File: src/rtl/hdr_tonemap.sv
// HDR tonemapper: per-channel min/max normalisation of log radiance to RGB565, 4-entry output FIFO.
// Optional `HDR_TM_BYPASS_EN adds tm_bypass, which passes the top lE bits straight through.
module hdr_tonemap #(
    parameter int unsigned N       = 8,
    parameter int unsigned FP      = 4,
    parameter int unsigned FIFO_AW = 2
) (
    input  logic         clk,
    input  logic         rst,
    input  logic         frame_start,
    input  logic         hdr_done,
    input  logic [N-1:0] lE_red,
    input  logic [N-1:0] lE_green,
    input  logic [N-1:0] lE_blue,
`ifdef HDR_TM_BYPASS_EN
    input  logic         tm_bypass,
`endif
    input  logic         out_ready,
    output logic         tm_valid,
    output logic [4:0]   out_red,
    output logic [5:0]   out_green,
    output logic [4:0]   out_blue,
    output logic         tm_ovf
);

    localparam int unsigned PW    = $clog2(N);
    localparam int unsigned TW    = N + 6;
    localparam int unsigned Depth = 1 << FIFO_AW;

    if (FP > N) begin : g_fp_range
        $error("hdr_tonemap: FP must not exceed N");
    end

    function automatic logic [PW-1:0] msb_idx(input logic [N-1:0] v);
        logic [PW-1:0] idx;
        idx = '0;
        for (int i = 0; i < N; i++) begin
            if (v[i]) idx = PW'(i);
        end
        return idx;
    endfunction

    // (d << w) >> (p + 1), saturated to w bits
    function automatic logic [5:0] scale(input logic [N-1:0] d, input logic [PW-1:0] p,
                                         input int unsigned w);
        logic [TW-1:0] t;
        logic [TW-1:0] lim;
        t   = (TW'(d) << w) >> ({1'b0, p} + 1'b1);
        lim = TW'((1 << w) - 1);
        return (t > lim) ? 6'(lim) : 6'(t);
    endfunction

    logic [N-1:0] le [3];

    assign le[0] = lE_red;
    assign le[1] = lE_green;
    assign le[2] = lE_blue;

    // ---------------- Range statistics ----------------
    logic [N-1:0] tmin_q [3];
    logic [N-1:0] tmax_q [3];
    logic [N-1:0] amin_q [3];
    logic [N-1:0] amax_q [3];

    always_ff @(posedge clk or posedge rst) begin
        if (rst) begin
            for (int c = 0; c < 3; c++) begin
                tmin_q[c] <= '1;
                tmax_q[c] <= '0;
                amin_q[c] <= '0;
                amax_q[c] <= '1;
            end
        end else begin
            for (int c = 0; c < 3; c++) begin
                if (frame_start) begin
                    // An empty frame leaves the trackers inverted; keep the old mapping then.
                    if (tmax_q[c] >= tmin_q[c]) begin
                        amin_q[c] <= tmin_q[c];
                        amax_q[c] <= tmax_q[c];
                    end
                    tmin_q[c] <= hdr_done ? le[c] : '1;
                    tmax_q[c] <= hdr_done ? le[c] : '0;
                end else if (hdr_done) begin
                    if (le[c] < tmin_q[c]) tmin_q[c] <= le[c];
                    if (le[c] > tmax_q[c]) tmax_q[c] <= le[c];
                end
            end
        end
    end

    // ---------------- Stage 1: offset and range exponent ----------------
    logic [N-1:0]  d1_d [3];
    logic [PW-1:0] p1_d [3];
    logic [N-1:0]  rng;

    always_comb begin
        rng = '0;
        for (int c = 0; c < 3; c++) begin
            rng     = amax_q[c] - amin_q[c];
            d1_d[c] = (le[c] < amin_q[c]) ? '0 : le[c] - amin_q[c];
            p1_d[c] = msb_idx(rng);
        end
    end

    logic          s1_valid_q;
    logic [N-1:0]  d1_q [3];
    logic [PW-1:0] p1_q [3];

    always_ff @(posedge clk or posedge rst) begin
        if (rst) begin
            s1_valid_q <= 1'b0;
            for (int c = 0; c < 3; c++) begin
                d1_q[c] <= '0;
                p1_q[c] <= '0;
            end
        end else begin
            s1_valid_q <= hdr_done;
            for (int c = 0; c < 3; c++) begin
                d1_q[c] <= d1_d[c];
                p1_q[c] <= p1_d[c];
            end
        end
    end

`ifdef HDR_TM_BYPASS_EN
    logic       byp1_q;
    logic [4:0] top_r_q;
    logic [5:0] top_g_q;
    logic [4:0] top_b_q;

    always_ff @(posedge clk or posedge rst) begin
        if (rst) begin
            byp1_q  <= 1'b0;
            top_r_q <= '0;
            top_g_q <= '0;
            top_b_q <= '0;
        end else begin
            byp1_q  <= tm_bypass;
            top_r_q <= lE_red[N-1 -: 5];
            top_g_q <= lE_green[N-1 -: 6];
            top_b_q <= lE_blue[N-1 -: 5];
        end
    end
`endif

    // ---------------- Stage 2: power-of-two scaling ----------------
    logic [4:0] o_r;
    logic [5:0] o_g;
    logic [4:0] o_b;

    always_comb begin
        o_r = 5'(scale(d1_q[0], p1_q[0], 5));
        o_g = scale(d1_q[1], p1_q[1], 6);
        o_b = 5'(scale(d1_q[2], p1_q[2], 5));
`ifdef HDR_TM_BYPASS_EN
        if (byp1_q) begin
            o_r = top_r_q;
            o_g = top_g_q;
            o_b = top_b_q;
        end
`endif
    end

    logic        s2_valid_q;
    logic [15:0] pix2_q;

    always_ff @(posedge clk or posedge rst) begin
        if (rst) begin
            s2_valid_q <= 1'b0;
            pix2_q     <= '0;
        end else begin
            s2_valid_q <= s1_valid_q;
            pix2_q     <= {o_r, o_g, o_b};
        end
    end

    // ---------------- Output FIFO ----------------
    logic [15:0]      mem_q [Depth];
    logic [FIFO_AW:0] wr_ptr_q;
    logic [FIFO_AW:0] rd_ptr_q;
    logic [15:0]      last_q;
    logic             ovf_q;
    logic             empty;
    logic             full;
    logic             rd_en;
    logic             wr_en;
    logic             drop;
    logic [15:0]      head;

    always_comb begin
        empty = (wr_ptr_q == rd_ptr_q);
        full  = (wr_ptr_q[FIFO_AW-1:0] == rd_ptr_q[FIFO_AW-1:0]) &&
                (wr_ptr_q[FIFO_AW] != rd_ptr_q[FIFO_AW]);
        rd_en = !empty && out_ready;
        // A simultaneous pop frees the slot, so a full FIFO still accepts the write.
        wr_en = s2_valid_q && (!full || rd_en);
        drop  = s2_valid_q && full && !rd_en;
        head  = mem_q[rd_ptr_q[FIFO_AW-1:0]];
    end

    always_ff @(posedge clk or posedge rst) begin
        if (rst) begin
            for (int i = 0; i < Depth; i++) mem_q[i] <= '0;
            wr_ptr_q <= '0;
            rd_ptr_q <= '0;
            last_q   <= '0;
            ovf_q    <= 1'b0;
        end else begin
            if (wr_en) begin
                mem_q[wr_ptr_q[FIFO_AW-1:0]] <= pix2_q;
                wr_ptr_q                     <= wr_ptr_q + 1'b1;
            end
            if (rd_en) begin
                rd_ptr_q <= rd_ptr_q + 1'b1;
                last_q   <= head;
            end
            if (drop) begin
                ovf_q <= 1'b1;
            end else if (frame_start) begin
                ovf_q <= 1'b0;
            end
        end
    end

    always_comb begin
        tm_valid                      = !empty;
        tm_ovf                        = ovf_q;
        {out_red, out_green, out_blue} = empty ? last_q : head;
    end

endmodule
File: config.mk
export PLATFORM = sky130hd
export DESIGN_NAME = hdr_tonemap
export DESIGN_NICKNAME = d
export VERILOG_FILES = /design/src/rtl/hdr_tonemap.sv
export SDC_FILE = /design/constraint.sdc
export NUM_CORES = 1
export LEC_CHECK = 0
export ABC_AREA = 1
export BUFFER_PORTS_ARGS = -buffer_cell sky130_fd_sc_hd__buf_4
export CORE_ASPECT_RATIO = 1.2
export CORE_MARGIN = 2
export CORE_UTILIZATION = 49
export DETAILED_ROUTE_END_ITERATION = 10
export HOLD_SLACK_MARGIN = 0.12
export PLACE_DENSITY = 0.77
export SYNTH_ARGS = -nofsm -noshare
export SYNTH_HDL_FRONTEND = slang
export SYNTH_SLANG_ARGS = --single-unit
File: constraint.sdc
create_clock -name clk -period 18.4 [get_ports clk]
set_input_delay 1.84 -clock clk [delete_from_list [all_inputs] [get_ports clk]]
set_output_delay 1.84 -clock clk [all_outputs]
set_load 0.05 [all_outputs]
# Word-level counts from Yosys, hierarchy flattened
# Index checks and enable logic that the tools add are counted.
# W data, S select, Z words.
[op_classes] addsub=11 mul=0 n_div=0 order_cmp=18 n_eq_ne=3 shifts=3 muxes=60 bitwise_logic=2 n_reduce_logical=27
[op_table] operator="$mux W8" n=27
[op_table] operator="$bwmux W64" n=1
[op_table] operator="$mux W16" n=4
[op_table] operator="$mux W3" n=18
[op_table] operator="$lt A8 B8 Y1" n=6
[op_table] operator="$sub A8 B8 Y8" n=6
[op_table] operator="$bmux W16 S2" n=1
[op_table] operator="$demux W16 S2" n=1
[op_table] operator="$gt A14 B5 Y1 const B" n=2
[op_table] operator="$shr A13 B4 Y14" n=2
[op_table] operator="$ge A8 B8 Y1" n=3
[op_table] operator="$gt A8 B8 Y1" n=3
[op_table] operator="$reduce_and A2 Y1" n=9
[op_table] operator="$reduce_bool A2 Y1" n=8
[op_table] operator="$gt A14 B6 Y1 const B" n=1
[op_table] operator="$shr A14 B4 Y14" n=1
[op_table] operator="$add A3 B1 Y4 const B" n=3
[op_table] operator="$mux W5" n=2
[op_table] operator="$add A3 B1 Y3 const B" n=2
[op_table] operator="$ge A3 B3 Y1 const B" n=2
[op_table] operator="$logic_and A1 B1 Y1" n=6
[op_table] operator="$mux W6" n=1
[op_table] operator="$not A2 Y3" n=2
[op_table] operator="$mux W1" n=5
[op_table] operator="other kinds (6)" n=8
[totals] register_bits=234 latch_bits=0 ram_bits=0 rom_bits=0 in_bits=29 output_inout_bits=18 n_memories=0

# Longest topological paths before layout
[logic_depth] word_depth=8 mapped_depth=14

# Worst setup path before layout
# Ideal clock, no wire load.
[synth_path] kind="flip-flop to output port" start="register rd_ptr_q[1]" end="output port out_green[1]" arrival_ns=2.494 t_required_ns=16.560 setup_slack_ns=14.066 stages_incl_launch_ff=7 path_cell_list="dfrtp_1 buf_4 xor2_2 nor2_4 nand2_2 clkbuf_1 o21ai_0"
[synth_between] elab_chain_cells=5 word_cells_on_any_way=6
[synth_rtl] element="from (decl)" line_no="180" rtl="logic [FIFO_AW:0] rd_ptr_q;"
[synth_rtl] element="from (signal assigned)" line_no="214" rtl="rd_ptr_q <= rd_ptr_q + 1'b1;"
[synth_rtl] element="$not A2 Y3 (implied by the code)" line_no="198" rtl="head = mem_q[rd_ptr_q[FIFO_AW-1:0]];"
[synth_rtl] element="$bmux W16 S2" line_no="198"
[synth_rtl] element="$mux W16 (implied by the code) (2 in a row)" line_no="198"
[synth_rtl] element="$mux W16 *" line_no="228" rtl="{out_red, out_green, out_blue} = empty ? last_q : head;"
[synth_rtl] element="to (decl)" line_no="21" rtl="output logic [5:0] out_green,"
# Every way passes the cells marked *; elsewhere a longest branch is shown, timed or not. The select of a mux whose other input is x is not followed.

# Worst setup path in the final report
[layout_path] start="register rd_ptr_q[0]" end="output port out_red[3]"
[layout_between] elab_chain_cells=5 word_cells_on_any_way=6
[layout_rtl] element="$not A2 Y3 (implied by the code)" line_no="198"
[layout_rtl] element="$bmux W16 S2" line_no="198"
[layout_rtl] element="$mux W16 (implied by the code) (2 in a row)" line_no="198"
[layout_rtl] element="$mux W16 *" line_no="228"
[layout_rtl] element="to (decl)" line_no="20" rtl="output logic [4:0] out_red,"
# Marks and branches as above.

==> flow_summary.yaml <==
grt:
  grt_max_degree: 154
  globalRouteTotalUtil: 0.200
  grt_pass1_wl_um: 52200
  grt_pass1_vias: 11400
  antenna_found_initial: 0
  grt.overflow.total: 0
critical_path:
  startpoint_type: "flop"
  crit_chain: "buf_4, inv_1, o21ai_0, o22ai_1, nand2_1, o21ai_0, buf_4"
  critPathMaxFanout: 35
  critPathKind: "flop to primary output"
  cp_slowest_cell: "inv_1"
  reg2reg_depth: 9
  reg2reg_from: "tmin_q[13]"
  cp_slowest_stage_delay_ps: 620
  end_kind: "primary output"
  worstSetupStartpoint: "rd_ptr_q[0]"
  crit_arrival_ps: 2540
  r2r_setup_slack_ps: 15740
  timing.rr.end: "amin_q[15]"
  critPathCapture: "out_red[3]"
  cp.required_ps: 16560
power:
  pwr-share-comb: 0.514
  power_frac_seq: 0.308
  p_int_mw: 1.58
  cellPowerDensity_nw_per_um2: 185
  p_leak_nw: 8.18
  peakVddDrop_v: 0.000181
  p_sw_mw: 1.33
  clkPwrFrac: 0.178
  p_total_mw: 2.90
  p_sw_frac: 0.458
drt:
  final_antenna_net_count: 0
  wl_met1_um: 13800
  drt_pass1_iterations: 9
  wl_met2_um: 14600
  wl_met3_um: 1270
  drc: 0
  wl_per_cell_um: 13.3
  wirelength_um: 30200
  vias: 12000
  drtIter0Drc: 796
  via_per_inst: 5.28
  topRoutingLayerUsed: "met4"
die:
  rows: 68
  io_pins: 47
  core_area_um2: 28800
  die_x_um: 160
  initial_utilization: 0.497
  die_area_um2: 30600
  die_h_um: 191
synth:
  synthSimpleGateAreaFrac: 0.263
  synth_top_family_by_area: "simple AND/OR/NAND/NOR gates"
  async_flop_share: 1.00
  ys_top_cells_by_area: "dfrtp_1, nand2_1, ha_1"
  synth-edff-count: 0
  ys_top_cells_by_count: "nand2_1, inv_1, dfrtp_1"
  synth.yosys.seq_area_share: 0.414
  synth_ff_type: "dfrtp_1"
  synth_top_area_cell: "dfrtp_1"
  synthCells: 1856
  synth_area_um2: 14300
  synth_compound_area_frac: 0.120
  synth_xor_area_frac: 0.0187
  synthDistinctLibCells: 42
  synth.avg_cell_area_um2: 7.70
  yosysMostFrequentCell: "nand2_1"
  synth_mux_area_frac: 0
  synth_top_area_share: 0.326
  ys_ff_latch: 234
  ys_warn_count: 0
  synthAdderAreaFrac: 0.110
  syn-num-nets: 2007
sta:
  finalSetupViolations: 0
  max_slew_margin: 0.316
  fin_crit_sh: 0.238
  worst_pin_slew_ps: 1030
  fin_skew_ps: 25.5
  drv_slew: 0
  rsz0062_at_grt: "no"
  finalCriticalPeriod_ps: 4380
  fin_tns_setup_ps: 0
  setup_ws_ps: 14020
  fmax_mhz: 228
  hold_viol: 0
clocking:
  htree_num_levels: 1
  cts_tree: "yes"
  cts_inserted_buffers: 25
  clk_pin_slew_ps: 60
  clk_path_buf_depth: 3
  cts_setup_buffers: 0
  root_buffer: "clkbuf_16"
  hold_buffers: 0
  cts.sinks: 234
  clk_latency_ps: 530
  postCtsResizedCells: 0
layout:
  n_fill_cell: 2618
  multi_input_area_um2: 7320
  seqCellArea_um2: 5920
  drive_above_1_share: 0.0838
  diodes: 0
  design_area_um2: 15700
  nets: 2017
  area_growth_pct: 9.70
placement:
  pre_cts_slack_ps: 14560
  io_buffers: 46
  hpwl_um: 22200
  placed_cell_area_um2: 14800
  gp_congestion: 0.866
hold_path:
  hold_class: "flop to flop"
run:
  timing.max_cap.violations: 0
run_status:
  status: "finished clean"
==> power groups by stage <==
stage	clock, mW	combinational [mW]	sequential [mW]
CTS	0.527	1.49	0.893
floorplan	0	1.22	0.841
finish	0.517	1.49	0.896
global placement	0	1.44	0.893
global route	0.549	1.70	0.920
detailed placement	0	1.48	0.901
==> through the flow <==
stage	hold slack [ps]	std cells	util
2_1_floorplan	331	1856	-
3_3_place_gp	338	2224	0.516
3_5_place_dp	344	2224	0.516
4_1_cts	351	2270	0.545
5_1_grt	375	2270	0.545
6_report	351	2270	0.545
==> worst max-delay path: cells and delay by family (launching register included) <==
| family | cells | cell delay [ps] |
|---|---|---|
| AO/OA/AOI/OAI | 3 | 460 |
| buffers and inverters | 3 | 1080 |
| flip-flops | 1 | 370 |
| AND/OR/NAND/NOR | 1 | 80 |
==> registers in the layout, indices dropped and copies added, names as in the netlist, 3 cells and up <==
register,count
amax_q,24
amin_q,24
d1_q,24
last_q,16
mem_q,64
p1_q,9
pix2_q,16
rd_ptr_q,3
tmax_q,24
tmin_q,24
wr_ptr_q,3
==> layout by cell type, fill, tap and decap left out, drive strengths merged, types with 3 or more instances in the layout <==
cell type,n
clkbuf,36
a21o,5
buf,49
nand3,164
nand2,590
nor2,90
nor3,6
nand4,26
xor2,16
o21bai,24
clkinv,4
and3,3
dfstp,48
o21ai,194
o22ai,16
o21a,3
or2,4
inv,198
xnor2,12
a21oi,59
bufinv,3
nand3b,10
o211ai,8
a31oi,3
fa,6
ha,116
dfrtp,186
==> cells by family after synthesis <==
logic type                 count (synthesis)
buffers and inverters                    263
AOI/OAI and AO/OA                        315
DFF                                      234
xor gates and xnor gates                  28
adders and majority gates                122
and+or+nand+nor                          894
==> how the worst min path moves through the flow <==
stage | depth (start not counted) | from | to
final | 0 | s1_valid_q | s2_valid_q
after global routing | 0 | s1_valid_q | s2_valid_q
after CTS | 0 | s1_valid_q | s2_valid_q
after detailed placement | 0 | s1_valid_q | s2_valid_q
after global placement | 0 | s1_valid_q | s2_valid_q
after floorplan | 0 | s1_valid_q | s2_valid_q
==> per-layer routing <==
layer  GRT usage  up-vias
li1            -     6089
met1       0.263     5599
met2       0.358      260
met3      0.0217       38
met4      0.0405        0
met5           0        -
==> cell type report <==
type | count | area share
multi-input combinational | 1359 | 0.467
sequential | 234 | 0.377
inverter | 197 | 0.0476
clock buffer | 36 | 0.0457
tap | 385 | 0.0307
timing repair buffer | 49 | 0.0235
clock inverter | 10 | 0.00877
(Power assumes the default switching activity.)
